## src/rtl/ts_pkg.sv

```systemverilog
// Shared types and helpers for the multi-channel temperature-sensor scan readout.
package ts_pkg;

  typedef enum logic [2:0] {
    StIdle,
    StTrig,
    StTurn,
    StWaitRise,
    StMeasure,
    StReport
  } ts_state_e;

  // Channel-number width, never below one bit.
  function automatic int unsigned clog2(input int unsigned n);
    return (n <= 2) ? 1 : $clog2(n);
  endfunction

  localparam int unsigned MaxChW    = 4;
  localparam int unsigned MaxCountW = 64;

  typedef struct packed {
    logic [MaxChW-1:0]    ch;
    logic [MaxCountW-1:0] length;
    logic                 timeout;
  } ts_result_t;

endpackage

```

## src/rtl/ts_sync_edge.sv

```systemverilog
// Per-bit 2-FF synchroniser with rising/falling edge strobes on the synchronised value.
module ts_sync_edge #(
  parameter int unsigned Width = 1
) (
  input  logic             clk_i,
  input  logic             rst_ni,
  input  logic [Width-1:0] d_i,
  output logic [Width-1:0] rise_o,
  output logic [Width-1:0] fall_o
);

  logic [Width-1:0] s1_q, s2_q, prev_q;

  always_ff @(posedge clk_i or negedge rst_ni) begin
    if (!rst_ni) begin
      s1_q   <= '0;
      s2_q   <= '0;
      prev_q <= '0;
    end else begin
      s1_q   <= d_i;
      s2_q   <= s1_q;
      prev_q <= s2_q;
    end
  end

  always_comb begin
    rise_o = s2_q & ~prev_q;
    fall_o = ~s2_q & prev_q;
  end

endmodule

```

## src/rtl/ts_scan_readout.sv

```systemverilog
// Scans enabled temperature-sensor channels: trigger, turnaround, pulse-width measure, stream out.
// Optional TS_AVG_EN: average 2^AVG_LOG2 samples per channel.
module ts_scan_readout
  import ts_pkg::*;
#(
  parameter int unsigned N_CH           = 4,
  parameter int unsigned TS_COUNT_WIDTH = 32,
  parameter int unsigned TRIG_CYCLES    = 1,
  parameter int unsigned TURN_CYCLES    = 2,
  parameter int unsigned TIMEOUT_CYCLES = 100000,
  parameter int unsigned AVG_LOG2       = 2
) (
  input  logic                      clk_100MHz,
  input  logic                      RESET_N,
  input  logic                      start,
  input  logic [N_CH-1:0]           ch_mask,
  output logic [N_CH-1:0]           ts_o,
  output logic [N_CH-1:0]           ts_oe,
  input  logic [N_CH-1:0]           ts_i,
  output logic [clog2(N_CH)-1:0]    res_ch,
  output logic [TS_COUNT_WIDTH-1:0] res_length,
  output logic                      res_timeout,
  output logic                      res_valid,
  input  logic                      res_ready,
  output logic                      busy,
  output logic                      done
);

  localparam int unsigned ChW = clog2(N_CH);

  function automatic logic [ChW-1:0] lowest_set(input logic [N_CH-1:0] m);
    lowest_set = '0;
    for (int i = N_CH - 1; i >= 0; i--) begin
      if (m[i]) lowest_set = ChW'(i);
    end
  endfunction

  ts_state_e               state_q;
  logic [ChW-1:0]          ch_q;
  logic [N_CH-1:0]         rem_q, rem_d;
  logic [31:0]             timer_q;
  logic [TS_COUNT_WIDTH-1:0] len_q, res_length_q;
  logic [N_CH-1:0]         ts_o_q, ts_oe_q, ch_onehot;
  logic                    res_timeout_q, res_valid_q, busy_q, done_q;
  logic [ChW-1:0]          start_ch, next_ch;
  logic [N_CH-1:0]         ts_rise, ts_fall;

  ts_sync_edge #(
    .Width(N_CH)
  ) u_sync (
    .clk_i (clk_100MHz),
    .rst_ni(RESET_N),
    .d_i   (ts_i),
    .rise_o(ts_rise),
    .fall_o(ts_fall)
  );

`ifdef TS_AVG_EN
  localparam int unsigned AccW = TS_COUNT_WIDTH + AVG_LOG2;
  logic [AccW-1:0]     acc_q, acc_sum;
  logic [AVG_LOG2-1:0] samp_q;
  always_comb acc_sum = acc_q + AccW'(len_q);
`else
  logic unused_avg_log2;
  assign unused_avg_log2 = (AVG_LOG2 != 0);
`endif

  always_comb begin
    ch_onehot = N_CH'(1) << ch_q;
    rem_d     = rem_q & ~ch_onehot;
    start_ch  = lowest_set(ch_mask);
    next_ch   = lowest_set(rem_d);
  end

  always_ff @(posedge clk_100MHz or negedge RESET_N) begin
    if (!RESET_N) begin
      state_q       <= StIdle;
      ch_q          <= '0;
      rem_q         <= '0;
      timer_q       <= '0;
      len_q         <= '0;
      ts_o_q        <= '0;
      ts_oe_q       <= '0;
      res_length_q  <= '0;
      res_timeout_q <= 1'b0;
      res_valid_q   <= 1'b0;
      busy_q        <= 1'b0;
      done_q        <= 1'b0;
`ifdef TS_AVG_EN
      acc_q         <= '0;
      samp_q        <= '0;
`endif
    end else begin
      done_q <= 1'b0;
      case (state_q)
        StIdle: begin
          if (start) begin
            if (|ch_mask) begin
              rem_q   <= ch_mask;
              ch_q    <= start_ch;
              busy_q  <= 1'b1;
              ts_o_q  <= N_CH'(1) << start_ch;
              ts_oe_q <= N_CH'(1) << start_ch;
              timer_q <= '0;
`ifdef TS_AVG_EN
              acc_q   <= '0;
              samp_q  <= '0;
`endif
              state_q <= StTrig;
            end else begin
              done_q <= 1'b1;
            end
          end
        end
        StTrig: begin
          if (timer_q == TRIG_CYCLES - 1) begin
            ts_o_q  <= '0;
            timer_q <= '0;
            state_q <= StTurn;
          end else begin
            timer_q <= timer_q + 32'd1;
          end
        end
        StTurn: begin
          // One clock driving low, then TURN_CYCLES released.
          if (timer_q == 32'd0) ts_oe_q <= '0;
          if (timer_q == TURN_CYCLES) begin
            timer_q <= '0;
            state_q <= StWaitRise;
          end else begin
            timer_q <= timer_q + 32'd1;
          end
        end
        StWaitRise: begin
          if (ts_rise[ch_q]) begin
            len_q   <= TS_COUNT_WIDTH'(1);
            state_q <= StMeasure;
          end else if (timer_q == TIMEOUT_CYCLES - 1) begin
            res_length_q  <= '0;
            res_timeout_q <= 1'b1;
            res_valid_q   <= 1'b1;
            state_q       <= StReport;
          end else begin
            timer_q <= timer_q + 32'd1;
          end
        end
        StMeasure: begin
          if (ts_fall[ch_q]) begin
`ifdef TS_AVG_EN
            if (samp_q == '1) begin
              res_length_q  <= TS_COUNT_WIDTH'(acc_sum >> AVG_LOG2);
              res_timeout_q <= 1'b0;
              res_valid_q   <= 1'b1;
              state_q       <= StReport;
            end else begin
              acc_q   <= acc_sum;
              samp_q  <= samp_q + AVG_LOG2'(1);
              ts_o_q  <= ch_onehot;
              ts_oe_q <= ch_onehot;
              timer_q <= '0;
              state_q <= StTrig;
            end
`else
            res_length_q  <= len_q;
            res_timeout_q <= 1'b0;
            res_valid_q   <= 1'b1;
            state_q       <= StReport;
`endif
          end else if (len_q != '1) begin
            len_q <= len_q + TS_COUNT_WIDTH'(1);
          end
        end
        StReport: begin
          if (res_ready) begin
            res_valid_q <= 1'b0;
            rem_q       <= rem_d;
            if (rem_d == '0) begin
              busy_q  <= 1'b0;
              done_q  <= 1'b1;
              state_q <= StIdle;
            end else begin
              ch_q    <= next_ch;
              ts_o_q  <= N_CH'(1) << next_ch;
              ts_oe_q <= N_CH'(1) << next_ch;
              timer_q <= '0;
`ifdef TS_AVG_EN
              acc_q   <= '0;
              samp_q  <= '0;
`endif
              state_q <= StTrig;
            end
          end
        end
        default: state_q <= StIdle;
      endcase
    end
  end

  always_comb begin
    ts_o        = ts_o_q;
    ts_oe       = ts_oe_q;
    res_ch      = ch_q;
    res_length  = res_length_q;
    res_timeout = res_timeout_q;
    res_valid   = res_valid_q;
    busy        = busy_q;
    done        = done_q;
  end

endmodule

```

## config.mk

```make
export PLATFORM = sky130hd
export DESIGN_NAME = ts_scan_readout
export DESIGN_NICKNAME = d
export VERILOG_FILES = /design/src/rtl/ts_pkg.sv /design/src/rtl/ts_sync_edge.sv /design/src/rtl/ts_scan_readout.sv
export SDC_FILE = /design/constraint.sdc
export NUM_CORES = 1
export LEC_CHECK = 0
export CAP_MARGIN = 5
export CORE_MARGIN = 2
export CORE_UTILIZATION = 58
export DETAILED_ROUTE_END_ITERATION = 12
export PLACE_DENSITY = 0.8
export SLEW_MARGIN = 20
export SYNTH_ARGS = -nofsm -noshare
export SYNTH_HDL_FRONTEND = slang
export SYNTH_SLANG_ARGS = --single-unit
```

## constraint.sdc

```tcl
create_clock -name clk_100MHz -period 3.5 [get_ports clk_100MHz]
set_input_delay 0.7 -clock clk_100MHz [delete_from_list [all_inputs] [get_ports clk_100MHz]]
set_output_delay 0.7 -clock clk_100MHz [all_outputs]
set_load 0.05 [all_outputs]
```

==> results by group <==
Outcome
  – Outcome: finished clean

Finish
  – # nets final: 760
  – Register area: 3230 µm²
  – Syn-to-layout area delta: 20.5%
  – Area used by multi-input combinational logic: 3120 µm²
  – # fillers: just under 800
  – N_diodes: 0
  – Layout cells sized above 1: 0.0898
  – Final instance area: between 7000 and 8000 µm²

Drt
  – DR WL/cell: about 19 µm
  – Via density: between 6 and 7
  – Total number of vias: ~5900
  – DRT iter0 DRCs: between 500 and 600
  – Final antenna-violating net count: 0
  – Wire length on met2: between 8000 and 9000 µm
  – Met3 wire length: between 1000 and 1500 µm
  – Drt first pass iters: 6
  – Post-route DRC: 0
  – WL final: between 15000 and 20000 µm
  – Highest routed layer: met4
  – Met1 WL: between 7000 and 8000 µm

Logic synthesis
  – Ys flop type: dfrtp_1
  – Asr flop ratio synth: 1.00
  – Synth area leader: dfrtp_1
  – Post-synthesis sequential area ratio: 0.490
  – Register bit count reported by yosys: around 130
  – Ys Warns: 0
  – Post-synth cell types: just under 60
  – Count leader, synth: dfrtp_1
  – Syn Nets: 710
  – Mapped Area: 6590 µm²
  – EDFF count, synth: 0
  – Top cells by area, synth: dfrtp_1 49%, a22o_1 4.5%, a21oi_1 4.2%
  – Post-synth top cells: 129 x dfrtp_1, 55 x a21oi_1, 51 x nand2_1
  – Share of the synthesized area in the top cell type: 0.490
  – Synth Area per Inst: 9.49 µm²
  – Mapped Cells: about 700

Die
  – Die Y: 111 µm
  – Full die area: about 12000 µm²
  – Std cell rows: 38
  – Initial core utilization: 0.600
  – Die Wd: ~110 µm
  – Core ar.: roughly 11000 µm²
  – Number of I/O pins: 58

Clock tree
  – CTS Buf Count: 17
  – Clock H-tree levels: 4
  – CTS sink cnt: roughly 130
  – Reg clk slew, reported paths: ~0.060 ns
  – CTS tree: done
  – Clk Latency, worst-skew pair: ~0.43 ns
  – Setup Buffers After CTS: 0
  – Clock Tree Root: clkbuf_16
  – Max Root-Sink Buffers: 2
  – # hold bufs at CTS: 0
  – Post-cts resize count: 0

Worst setup path
  – Critical Path AT: roughly 3.5 ns
  – FF-to-FF Start: timer_q[4]
  – Worst Path Max Fanout: 9
  – Kind of end point of the critical path: flop
  – Worst Path Required: 3.85 ns
  – CP Launch Type: flop
  – Reg2Reg Depth: 6
  – Crit path from: timer_q[4]
  – R2R Setup Slk: around 0.37 ns
  – Reg-to-Reg End: timer_q[27]
  – Critical path class: flop to flop

Placement
  – DP Area: approximately 7300 µm²
  – Port buffer count: 57
  – RD Place Congestion: a little under 0.9
  – Post-DP HPWL: approximately 11000 µm

Min path
  – Hold/Removal Path Class: input pin to async pin

GRT
  – Initial antenna violation count: 0
  – First-pass GRT wire length: slightly below 30000 µm
  – Largest net degree at the start of global routing: 56
  – GR Overflow Total: 0
  – Number of global-route vias before repair: roughly 5900
  – GR Util All Layers: 0.286

STA
  – Slew @ Worst Pin: between 0.8 and 0.9 ns
  – Max-slew violations: 0
  – Final setup viols: 0
  – Slew headroom: 0.420
  – Clock Skews: 0.0182 ns
  – Hold slack: between 0.3 and 0.4 ns
  – Period utilisation layout: 0.893
  – Post-layout min period: about 3.1 ns
  – Fin. Hold Viols: 0
  – RSZ-0062 raised after global routing: no
  – Fmax: approximately 320 MHz
  – Post-Route Setup TNS: 0 ns

Power and ir drop
  – PwrDens: 704 nW/µm²
  – Max VDD drop: 0.696 mV
  – Tot Pwr: between 5 and 6 mW
  – P_leak: approximately 3.2 nW

Run
  – Total of max-cap violations: 0
-- how the worst max path moves through the flow --
stage	endpoint	slack, ns	cells past startpoint
2_1_floorplan	timer_q[12]	0.62	8
3_3_place_gp	timer_q[29]	0.14	7
3_5_place_dp	timer_q[27]	0.07	7
4_1_cts	timer_q[25]	0.39	6
5_1_grt	timer_q[25]	0.26	6
6_report	timer_q[27]	0.37	6
-- state kept, by name (all words and copies together) (netlist names) --
signal / flops
res_length: 32
ts_o: 4
u_sync.s2_q: 4
u_sync.prev_q: 4
done: 1
res_timeout: 1
res_valid: 1
ts_oe: 4
res_ch: 2
len_q: 32
busy: 1
state_q: 3
timer_q: 32
rem_q: 4
u_sync.s1_q: 4
-- where the power goes --
part	switching, mW	leakage, nW	internal [mW]
Clock	0.665	0.295	1.18
Combinational	1.27	1.21	0.652
Sequential	0.195	1.74	1.63
Total	2.13	3.25	3.46
-- kinds of logic after synthesis --
| kind of cell | share of synthesized area |
|---|---|
| DFF | 0.490 |
| muxes | 0.0179 |
| adders and majority gates | 0.00760 |
| buffers and inverters | 0.0384 |
| and+or+nand+nor | 0.236 |
| AOI/OAI and AO/OA | 0.207 |
| xor gates and xnor gates | 0.00266 |
-- routing by layer --
layer	GRT usage	vias to the layer above
met5	0	-
met4	0.105	0
met3	0.0686	33
met2	0.456	256
met1	0.382	2927
li1	-	2725
-- stage by stage --
stage | setup WS, ns | util | std cells
6_report | 0.374 | 0.723 | 897
2_1_floorplan | 0.616 | - | 694
5_1_grt | 0.257 | 0.723 | 897
3_5_place_dp | 0.0661 | 0.666 | 865
4_1_cts | 0.392 | 0.723 | 897
3_3_place_gp | 0.141 | 0.666 | 865
-- layout make-up --
cell class,count,area share
clock buffers,20,0.0588
clock inverters,12,0.0197
inverters,20,0.00945
multi-input cells,500,0.392
flip-flops and latches,129,0.407
well taps,140,0.0221
repair buffers,76,0.0911
-- critical path, cell delays in order (launching register included) --
cell	delay, ns
dfrtp_1	0.49
nand4_1	0.18
or4_1	0.62
or4_1	0.48
or4b_1	0.67
or4_1	0.45
a21oi_1	0.16
-- layout by cell type (no fill, tap or decap), drive strengths merged, types with 4 or more instances in the layout --
cell type	synthesis	layout
a21oi	55	55
a22o	34	34
a31oi	5	5
and2	8	8
and3	12	12
and4	8	8
buf	7	20
clkbuf	38	20
clkdlybuf4s50	0	56
clkinv	0	4
clkinvlp	0	4
dfrtp	129	129
ha	4	4
inv	20	21
mux2i	5	5
nand2	51	51
nand2b	11	11
nand3	37	37
nand4	23	23
nor2	36	36
nor2b	13	13
nor3	10	10
nor4	15	15
o211ai	4	4
o21a	4	4
o21ai	43	43
o2bb2ai	5	5
o31ai	29	29
o41ai	4	4
or2	6	6
or3	19	19
or4	22	22
Power figures use the tool's default switching activity.
